**src/rtl/float_to_int_if.sv**
```systemverilog
// Strobe/ack bus between the float-to-int converter and its producer/consumer.
// The producer/consumer side uses master; the converter uses slave.
interface float_to_int_if;
    logic [31:0] input_a;
    logic        input_a_stb;
    logic        input_a_ack;
    logic [31:0] output_z;
    logic        output_z_stb;
    logic        output_z_ack;
    logic        output_invalid;
    logic        output_inexact;

    modport master (
        output input_a,
        output input_a_stb,
        input  input_a_ack,
        input  output_z,
        input  output_z_stb,
        output output_z_ack,
        input  output_invalid,
        input  output_inexact
    );

    modport slave (
        input  input_a,
        input  input_a_stb,
        output input_a_ack,
        output output_z,
        output output_z_stb,
        input  output_z_ack,
        output output_invalid,
        output output_inexact
    );
endinterface

```
**src/rtl/float_to_int.sv**
```systemverilog
// Sequential IEEE-754 single to signed 32-bit integer converter with
// round-to-nearest-even or truncate, reporting invalid and inexact flags.
module float_to_int #(
    parameter int unsigned ROUND_MODE = 1
) (
    input logic           clock,
    input logic           reset_n,
    float_to_int_if.slave bus
);

    localparam logic [31:0] MinInt = 32'h8000_0000;
    localparam logic [31:0] MaxInt = 32'h7FFF_FFFF;

    typedef enum logic [2:0] {
        StGetA,
        StUnpack,
        StSpecial,
        StAlign,
        StRound,
        StConvert,
        StPutZ
    } state_e;

    state_e             state_q, state_d;
    logic [31:0]        a_q, a_d;
    logic [31:0]        m_q, m_d;
    logic signed [9:0]  e_q, e_d;
    logic               s_q, s_d;
    logic               guard_q, guard_d;
    logic               sticky_q, sticky_d;
    logic [31:0]        z_q, z_d;
    logic               z_stb_q, z_stb_d;
    logic               a_ack_q, a_ack_d;
    logic               invalid_q, invalid_d;
    logic               inexact_q, inexact_d;

    logic               exp_all_ones;
    logic               frac_nonzero;

    assign exp_all_ones = (a_q[30:23] == 8'hFF);
    assign frac_nonzero = (a_q[22:0] != 23'd0);

    always_comb begin
        state_d   = state_q;
        a_d       = a_q;
        m_d       = m_q;
        e_d       = e_q;
        s_d       = s_q;
        guard_d   = guard_q;
        sticky_d  = sticky_q;
        z_d       = z_q;
        z_stb_d   = z_stb_q;
        a_ack_d   = a_ack_q;
        invalid_d = invalid_q;
        inexact_d = inexact_q;

        unique case (state_q)
            StGetA: begin
                a_ack_d = 1'b1;
                if (bus.input_a_stb && a_ack_q) begin
                    a_d     = bus.input_a;
                    a_ack_d = 1'b0;
                    state_d = StUnpack;
                end
            end

            StUnpack: begin
                m_d       = {(a_q[30:23] != 8'd0), a_q[22:0], 8'd0};
                e_d       = $signed({2'b00, a_q[30:23]}) - 10'sd127;
                s_d       = a_q[31];
                guard_d   = 1'b0;
                sticky_d  = 1'b0;
                invalid_d = 1'b0;
                inexact_d = 1'b0;
                state_d   = StSpecial;
            end

            StSpecial: begin
                // Every special case goes straight to the output stage.
                state_d = StPutZ;
                z_stb_d = 1'b1;
                if (exp_all_ones && frac_nonzero) begin
                    z_d       = MinInt;
                    invalid_d = 1'b1;
                end else if (exp_all_ones) begin
                    z_d       = s_q ? MinInt : MaxInt;
                    invalid_d = 1'b1;
                end else if (a_q == 32'hCF00_0000) begin
                    z_d = MinInt;
                end else if (e_q >= 10'sd31) begin
                    z_d       = s_q ? MinInt : MaxInt;
                    invalid_d = 1'b1;
                end else if (a_q[30:0] == 31'd0) begin
                    z_d = 32'd0;
                end else if (e_q < -10'sd1) begin
                    z_d       = 32'd0;
                    inexact_d = 1'b1;
                end else begin
                    z_stb_d = 1'b0;
                    state_d = StAlign;
                end
            end

            StAlign: begin
                if (e_q < 10'sd31) begin
                    m_d      = m_q >> 1;
                    guard_d  = m_q[0];
                    sticky_d = sticky_q | guard_q;
                    e_d      = e_q + 10'sd1;
                end else begin
                    state_d = StRound;
                end
            end

            StRound: begin
                inexact_d = guard_q | sticky_q;
                if (ROUND_MODE == 1 && guard_q && (sticky_q || m_q[0])) begin
                    m_d = m_q + 32'd1;
                end
                state_d = StConvert;
            end

            StConvert: begin
                z_d       = s_q ? (32'd0 - m_q) : m_q;
                invalid_d = 1'b0;
                z_stb_d   = 1'b1;
                state_d   = StPutZ;
            end

            StPutZ: begin
                a_ack_d = 1'b0;
                if (bus.output_z_ack && z_stb_q) begin
                    z_stb_d = 1'b0;
                    state_d = StGetA;
                end
            end

            default: begin
                state_d = StGetA;
            end
        endcase
    end

    always_ff @(posedge clock or negedge reset_n) begin
        if (!reset_n) begin
            state_q   <= StGetA;
            a_q       <= 32'd0;
            m_q       <= 32'd0;
            e_q       <= 10'sd0;
            s_q       <= 1'b0;
            guard_q   <= 1'b0;
            sticky_q  <= 1'b0;
            z_q       <= 32'd0;
            z_stb_q   <= 1'b0;
            a_ack_q   <= 1'b0;
            invalid_q <= 1'b0;
            inexact_q <= 1'b0;
        end else begin
            state_q   <= state_d;
            a_q       <= a_d;
            m_q       <= m_d;
            e_q       <= e_d;
            s_q       <= s_d;
            guard_q   <= guard_d;
            sticky_q  <= sticky_d;
            z_q       <= z_d;
            z_stb_q   <= z_stb_d;
            a_ack_q   <= a_ack_d;
            invalid_q <= invalid_d;
            inexact_q <= inexact_d;
        end
    end

    assign bus.input_a_ack    = a_ack_q;
    assign bus.output_z       = z_q;
    assign bus.output_z_stb   = z_stb_q;
    assign bus.output_invalid = invalid_q;
    assign bus.output_inexact = inexact_q;

endmodule
```
**src/flat_wrapper.sv**
```systemverilog
// flat-port wrapper written by rule: the top's interface ports become plain ports
module float_to_int_flat 
#(
    parameter int unsigned ROUND_MODE = 1
)
  (clock, reset_n, bus_input_a, bus_input_a_stb, bus_input_a_ack, bus_output_z, bus_output_z_stb, bus_output_z_ack, bus_output_invalid, bus_output_inexact);
  float_to_int_if bus_i ();
  input logic clock;
  input logic reset_n;
  input wire logic [$bits(bus_i.input_a)-1:0] bus_input_a;
  input wire logic [$bits(bus_i.input_a_stb)-1:0] bus_input_a_stb;
  output wire logic [$bits(bus_i.input_a_ack)-1:0] bus_input_a_ack;
  output wire logic [$bits(bus_i.output_z)-1:0] bus_output_z;
  output wire logic [$bits(bus_i.output_z_stb)-1:0] bus_output_z_stb;
  input wire logic [$bits(bus_i.output_z_ack)-1:0] bus_output_z_ack;
  output wire logic [$bits(bus_i.output_invalid)-1:0] bus_output_invalid;
  output wire logic [$bits(bus_i.output_inexact)-1:0] bus_output_inexact;
  assign bus_i.input_a = bus_input_a;
  assign bus_i.input_a_stb = bus_input_a_stb;
  assign bus_input_a_ack = bus_i.input_a_ack;
  assign bus_output_z = bus_i.output_z;
  assign bus_output_z_stb = bus_i.output_z_stb;
  assign bus_i.output_z_ack = bus_output_z_ack;
  assign bus_output_invalid = bus_i.output_invalid;
  assign bus_output_inexact = bus_i.output_inexact;
  float_to_int #(.ROUND_MODE(ROUND_MODE)) u_core (.clock(clock), .reset_n(reset_n), .bus(bus_i));
endmodule
```
**config.mk**
```make
export PLATFORM = sky130hd
export DESIGN_NAME = float_to_int_flat
export DESIGN_NICKNAME = d
export VERILOG_FILES = /design/src/rtl/float_to_int_if.sv /design/src/rtl/float_to_int.sv /design/src/flat_wrapper.sv
export SDC_FILE = /design/constraint.sdc
export NUM_CORES = 1
export LEC_CHECK = 0
export CAP_MARGIN = 10
export CORE_ASPECT_RATIO = 0.5
export CORE_MARGIN = 4
export CORE_UTILIZATION = 35
export DETAILED_ROUTE_END_ITERATION = 10
export PLACE_DENSITY = 0.65
export SETUP_SLACK_MARGIN = 0.05
export SLEW_MARGIN = 20
export SYNTH_ARGS = -nofsm -noshare
export SYNTH_HDL_FRONTEND = slang
export SYNTH_SLANG_ARGS = --single-unit
```
**constraint.sdc**
```tcl
create_clock -name clock -period 3.25 [get_ports clock]
set_clock_uncertainty 0.1 [all_clocks]
set_input_delay 0.4875 -clock clock [delete_from_list [all_inputs] [get_ports clock]]
set_output_delay 0.4875 -clock clock [all_outputs]
set_load 0.02 [all_outputs]
```
==> results of run 1 <==
flip-flops by register name, summed over array words and instances (netlist names), 3 cells and up:
name                 count
u_core.a_q              32
u_core.bus.output_z     32
u_core.e_q              10
u_core.m_q              32
u_core.state_q           3
kinds of logic after synthesis:
kind of cell / count (synthesis)
xor gates and xnor gates: 36
AOI/OAI and AO/OA: 253
buffers and inverters: 85
and+or+nand+nor: 249
muxes: 31
adders and majority gates: 5
DFF: 116
worst max-delay path, cell delays in order (launching register included):
cell and delay [ns]:
dfrtp_1 0.46, nor4_1 0.58, nand4_1 0.49, or3_1 0.46, o31a_1 0.26, xnor2_1 0.17
o221ai_1 0.14
placed cells by master, fill, tap and decap left out, types with 5 or more instances in the layout:
cell             instances
a21o_1                   5
or3_1                   10
nand4_1                 15
o22a_1                   9
xor2_1                  13
o41ai_1                  7
a31oi_1                 10
and3_1                   8
o22ai_1                 11
xnor2_1                 23
nor2b_1                  6
inv_1                   16
nor2_1                  50
mux2_2                  31
o31ai_1                 18
nand2_1                 76
a22oi_1                 13
buf_4                   25
dfrtp_1                116
ha_1                     5
clkdlybuf4s50_1         70
nand3_1                 25
o21ai_1                  8
a21oi_1                 52
nor3_1                  18
clkbuf_16               17
o21ai_0                 75
a221oi_1                13
nor4_1                  15
a22o_1                   7
o31a_1                   6
layout make-up:
class,count,area share (%)
Timing Repair Buffer,98,11.09
Inverter,16,0.7086
Sequential cell,116,34.25
Clock buffer,19,5.344
Multi-Input combinational cell,574,42.93
Tap cell,259,3.823
Clock inverter,13,1.860
metal layers:
metal  GRT usage (%)  wire [um]  vias up
li1                -          -     2967
met1           28.97      10420     2994
met2           24.35       7845      244
met3           5.168       1694       16
met4           4.728        232        0
met5               0          0        -
stage by stage:
| step | area [um^2] | setup WS [ns] | cells | total power [mW] |
|---|---|---|---|---|
| 6_report | 8476 | 0.4457 | 1095 | 9.005 |
| 5_1_grt | 8476 | 0.2501 | 1095 | 9.642 |
| 4_1_cts | 8459 | 0.2918 | 1094 | 8.980 |
| 3_5_place_dp | 7849 | 0.3110 | 1062 | 7.013 |
| 3_3_place_gp | 7849 | 0.3952 | 1062 | 6.914 |
| 2_1_floorplan | 6838 | 0.9460 | 775 | 5.560 |
worst max path at each step:
stage                   startpoint                 endpoint  slack (ns)  cells after the start
global route        u_core.m_q[16]  u_core.bus.output_z[31]        0.25                      6
CTS                  u_core.m_q[0]  u_core.bus.output_z[12]        0.29                      8
global placement     u_core.m_q[0]  u_core.bus.output_z[12]        0.40                      8
floorplan            u_core.m_q[0]  u_core.bus.output_z[12]        0.95                      8
finish              u_core.m_q[16]  u_core.bus.output_z[31]        0.45                      6
detailed placement   u_core.m_q[0]  u_core.bus.output_z[12]        0.31                      8
power by group:
group	internal [mW]	switching (mW)	total [mW]	leakage, nW
Clock	1.24	0.702	1.94	0.291
Sequential	2.08	0.880	2.96	1.44
Combinational	1.82	2.28	4.10	1.56
Total	5.15	3.86	9.01	3.29
==> results.json, run 1 <==
{
  "row_count": 35,
  "synth_compound_area_share_pct": 23.97,
  "irDropWorstVdd_v": 0.0005239,
  "synth_cells": 775,
  "outcome": "finished with violations",
  "failed_checks": "hold timing",
  "post-dp-hpwl_um": 14530,
  "tightest_slew_ns": 0.9245,
  "max_freq_ghz": 0.3566,
  "ctsLongestPathBuffers": 2,
  "grt_pass1_wl_um": 32640,
  "clkTransAtPathRegs_ns": 0.06,
  "path_class": "flop to flop",
  "via_per_inst": 5.681,
  "synth_fa_ha_area_share_pct": 0.9149,
  "grt_overflow": 0,
  "muxShareOfSynthArea_pct": 5.105,
  "final-hold-violation-count": 6,
  "area_growth_syn_to_layout_pct": 23.95,
  "detail-route-antenna-nets": 0,
  "antenna_found_initial": 0,
  "finalCoreUtilization_pct": 45.11,
  "synth_cell_types": 57,
  "max_slew_margin_pct": 38.14,
  "slew_viol_final": 0,
  "multi_input_area_mm2": 0.003638,
  "synth-seq-cells": 116,
  "post-cts-setup-buffer-count": 0,
  "grt_max_degree": 73,
  "reg2reg_slack_ns": 0.45,
  "drc_errors": 0,
  "vias": 6221,
  "powerDensity_mw_per_mm2": 1062,
  "async_reset_ff_share_pct": 100.0,
  "yosys.cell_count.top_type": "dfrtp_1",
  "nNetsFinal": 864,
  "rsz0062_at_grt": "false",
  "h-tree-depth": 4,
  "timing.rr.end": "u_core.bus.output_z[31]",
  "yosys-top-cells-count": "116 x dfrtp_1, 76 x nand2_1, 75 x o21ai_0, 61 x clkbuf_1, 52 x a21oi_1",
  "synth_xor_area_share_pct": 4.611,
  "clk_latency_ns": 0.41,
  "ff_latch_area_mm2": 0.002903,
  "numCtsBuffers": 17,
  "fin_crit_sh_pct": 86.29,
  "cp.required_ns": 3.41,
  "synth_top_flop_cell": "dfrtp_1",
  "n_fill_cell": 1806,
  "synth.largest_area_cell": "dfrtp_1",
  "drt_wl_total_um": 20190,
  "crit_path_end_kind": "flop",
  "cts_resized": 0,
  "clock-sinks": 116,
  "firstDrtPassIters": 6,
  "synth_top_family_by_area": "compound AO/OA/AOI/OAI gates",
  "fp.coreArea_mm2": 0.01879,
  "grt_pass1_vias": 5908,
  "hold_buffers": 0,
  "portBuffers": 71,
  "fin_tns_setup_ns": 0,
  "synth_area_leaders": "dfrtp_1 42%, o21ai_0 5.5%, mux2_2 5.1%",
  "drv_cap": 0,
  "gp_congestion": 0.8583,
  "p_leak_nw": 3.285,
  "antennaDiodeCount": 0,
  "syn_area_mm2": 0.006838,
  "cp.arrival_ns": 2.97,
  "drtIter0Drc": 623,
  "drive_gt1_share_pct": 12.32,
  "setup_violations": 0,
  "synth-edff-count": 0,
  "yosys.area_share.simple_pct": 17.99,
  "die_w_um": 205.7,
  "syn_nets": 816,
  "avgSynthCellArea_um2": 8.823,
  "ios": 72,
  "timing.critical_path.from_type": "flop",
  "synth_top_area_share_pct": 42.45,
  "cts-root-buf": "clkbuf_16",
  "cts_tree": "done",
  "yosys_warnings": 0,
  "r2r_start": "u_core.m_q[16]",
  "yosysSeqAreaShare_pct": 42.45,
  "die_h_um": 106.8,
  "groute.usage.overall_pct": 18.46,
  "initial_core_util_pct": 36.40,
  "whs_ns": -0.02043,
  "hold_path.class": "input pin to asynchronous set/reset pin",
  "worst-path-max-fanout": 11,
  "die_area_mm2": 0.02197,
  "r2r_cells": 6,
  "wire_per_inst_um": 18.44,
  "period_needed_ns": 2.804
}
Note: power is estimated with default switching activity, not from simulation.
==> run 2: changes to the inputs <==
--- a/config.mk
+++ b/config.mk
@@ -11,7 +11,7 @@
 export CORE_UTILIZATION = 35
 export DETAILED_ROUTE_END_ITERATION = 10
 export PLACE_DENSITY = 0.65
-export SETUP_SLACK_MARGIN = 0.05
+export SETUP_SLACK_MARGIN = 0.3
 export SLEW_MARGIN = 20
 export SYNTH_ARGS = -nofsm -noshare
 export SYNTH_HDL_FRONTEND = slang
==> results.json, run 2 (synthesized netlist as in run 1, its figures left out) <==
{
  "outcome": "finished with violations",
  "failed_checks": "hold timing",
  "via_per_inst": 5.698,
  "fin_ws_ns": 0.5554,
  "antenna_found_initial": 0,
  "hold_path.class": "input pin to asynchronous set/reset pin",
  "cp_slowest_cell": "dfrtp_1",
  "h-tree-depth": 4,
  "cts-root-buf": "clkbuf_16",
  "p_total_mw": 9.037,
  "initial_core_util_pct": 36.40,
  "path_class": "flop to flop",
  "fin_tns_setup_ns": 0,
  "grt_pass1_wl_um": 32620,
  "setup_violations": 0,
  "p_leak_nw": 3.305,
  "layout_common_cells": "116 x dfrtp_1, 76 x nand2_1, 74 x o21ai_0, 70 x clkdlybuf4s50_1, 52 x a21oi_1",
  "antennaDiodeCount": 0,
  "clkPwrFrac_pct": 21.5,
  "pwr-share-seq_pct": 32.8,
  "drtIter0Drc": 629,
  "row_count": 35,
  "clk_latency_ns": 0.41,
  "final_common_cell": "dfrtp_1",
  "whs_ns": -0.01950,
  "p_int_mw": 5.170,
  "portBuffers": 71,
  "post-dp-hpwl_um": 14530,
  "worst-path-max-fanout": 7,
  "die_area_mm2": 0.02197,
  "path_cells": "inv_1 > ha_1 > nor3b_2 > nand3_1 > o41ai_2 > xor2_1 > a21oi_1 > o32a_1",
  "area_growth_syn_to_layout_pct": 24.50,
  "tightest_slew_ns": 0.9458,
  "gp_congestion": 0.8583,
  "p_comb_share_pct": 45.7,
  "power.switching_mw": 3.867,
  "dp_slack_ns": 0.3110,
  "slew_viol_final": 0,
  "die_w_um": 205.7,
  "detail-route-antenna-nets": 0,
  "vias": 6262,
  "drv_cap": 0,
  "drt_wl_total_um": 20210,
  "groute.usage.overall_pct": 18.44,
  "rsz0062_at_grt": "false",
  "fp.coreArea_mm2": 0.01879,
  "crit_path_end_kind": "flop",
  "drc_errors": 0,
  "nNetsFinal": 868,
  "period_needed_ns": 2.695,
  "cp.arrival_ns": 2.88,
  "hold_buffers": 0,
  "max_freq_ghz": 0.3711,
  "irDropWorstVdd_v": 0.0005222,
  "finalCoreUtilization_pct": 45.31,
  "ctsLongestPathBuffers": 2,
  "die_h_um": 106.8,
  "grt_max_degree": 73,
  "cts_tree": "done",
  "clkTransAtPathRegs_ns": 0.06,
  "fin_crit_sh_pct": 82.91,
  "grt_overflow": 0,
  "grt_pass1_vias": 5906,
  "slowest_delay_ns": 0.48,
  "final-hold-violation-count": 6,
  "sw_frac_of_total_pct": 42.79,
  "clock-sinks": 116,
  "firstDrtPassIters": 6,
  "powerDensity_mw_per_mm2": 1062,
  "numCtsBuffers": 17,
  "wire_per_inst_um": 18.39,
  "timing.critical_path.from_type": "flop",
  "ios": 72,
  "drive_gt1_share_pct": 12.86,
  "max_slew_margin_pct": 36.71,
  "cp.required_ns": 3.44
}
## run 2: final timing paths
check | cells after the start | end | slack, ns | startpoint
min reg2reg | 2 | u_core.bus.output_z[16] | 0.37 | u_core.bus.output_z[16]
max | 8 | u_core.bus.output_z[12] | 0.56 | u_core.m_q[0]
min | 2 | u_core.e_q[0] | -0.02 | reset_n
max in group asynchronous | 2 | u_core.bus.output_z[21] | 2.56 | reset_n
min in group clock | 2 | u_core.bus.output_z[16] | 0.37 | u_core.bus.output_z[16]
max reg2reg | 8 | u_core.bus.output_z[12] | 0.56 | u_core.m_q[0]
## run 2: power by group through the flow
stage | sequential [mW] | clock [mW] | combinational (mW)
2_1_floorplan | 2.73 | 0 | 2.83
4_1_cts | 2.94 | 1.97 | 4.07
6_report | 2.96 | 1.94 | 4.13
3_3_place_gp | 2.94 | 0 | 3.98
3_5_place_dp | 2.97 | 0 | 4.04
5_1_grt | 3.08 | 2.04 | 4.56
## run 2: layer usage
layer / track usage, % / vias up / share of wire [%]
met5: 0 / - / 0
met4: 4.728 / 0 / 1.3
met3: 5.168 / 21 / 8.7
met2: 24.35 / 265 / 39
met1: 28.93 / 2996 / 51
li1: - / 2980 / -
## run 2: timing repair
action	4_1_cts	5_1_grt
setup buffers	0	4
gates resized for setup	1	2
pin swaps	0	1
setup endpoints to repair	1	3
## run 2: critical path, delay by kind of cell, from the launching register on
family | cells | cell delay [ns]
xor+xnor | 1 | 0.28
flops | 1 | 0.48
fa+ha+maj | 1 | 0.23
buf+inv | 1 | 0.20
compound gates | 3 | 0.69
simple gates | 2 | 0.59
## run 2: area by class of cell
| type | count | area, um^2 |
|---|---|---|
| inverters | 16 | 60.06 |
| repair buffers | 102 | 969.7 |
| well taps | 259 | 324.1 |
| clock buffers | 19 | 452.9 |
| multi-input cells | 574 | 3646 |
| clock inverters | 13 | 157.7 |
| fillers | 1803 | 10270 |
| flip-flops and latches | 116 | 2903 |
## run 2: through the flow
step                      cell area (um^2)  std cells
after floorplan                       6838        775
after global placement                7849       1062
after detailed placement              7849       1062
after CTS                             8464       1094
after global routing                  8513       1099
final                                 8513       1099
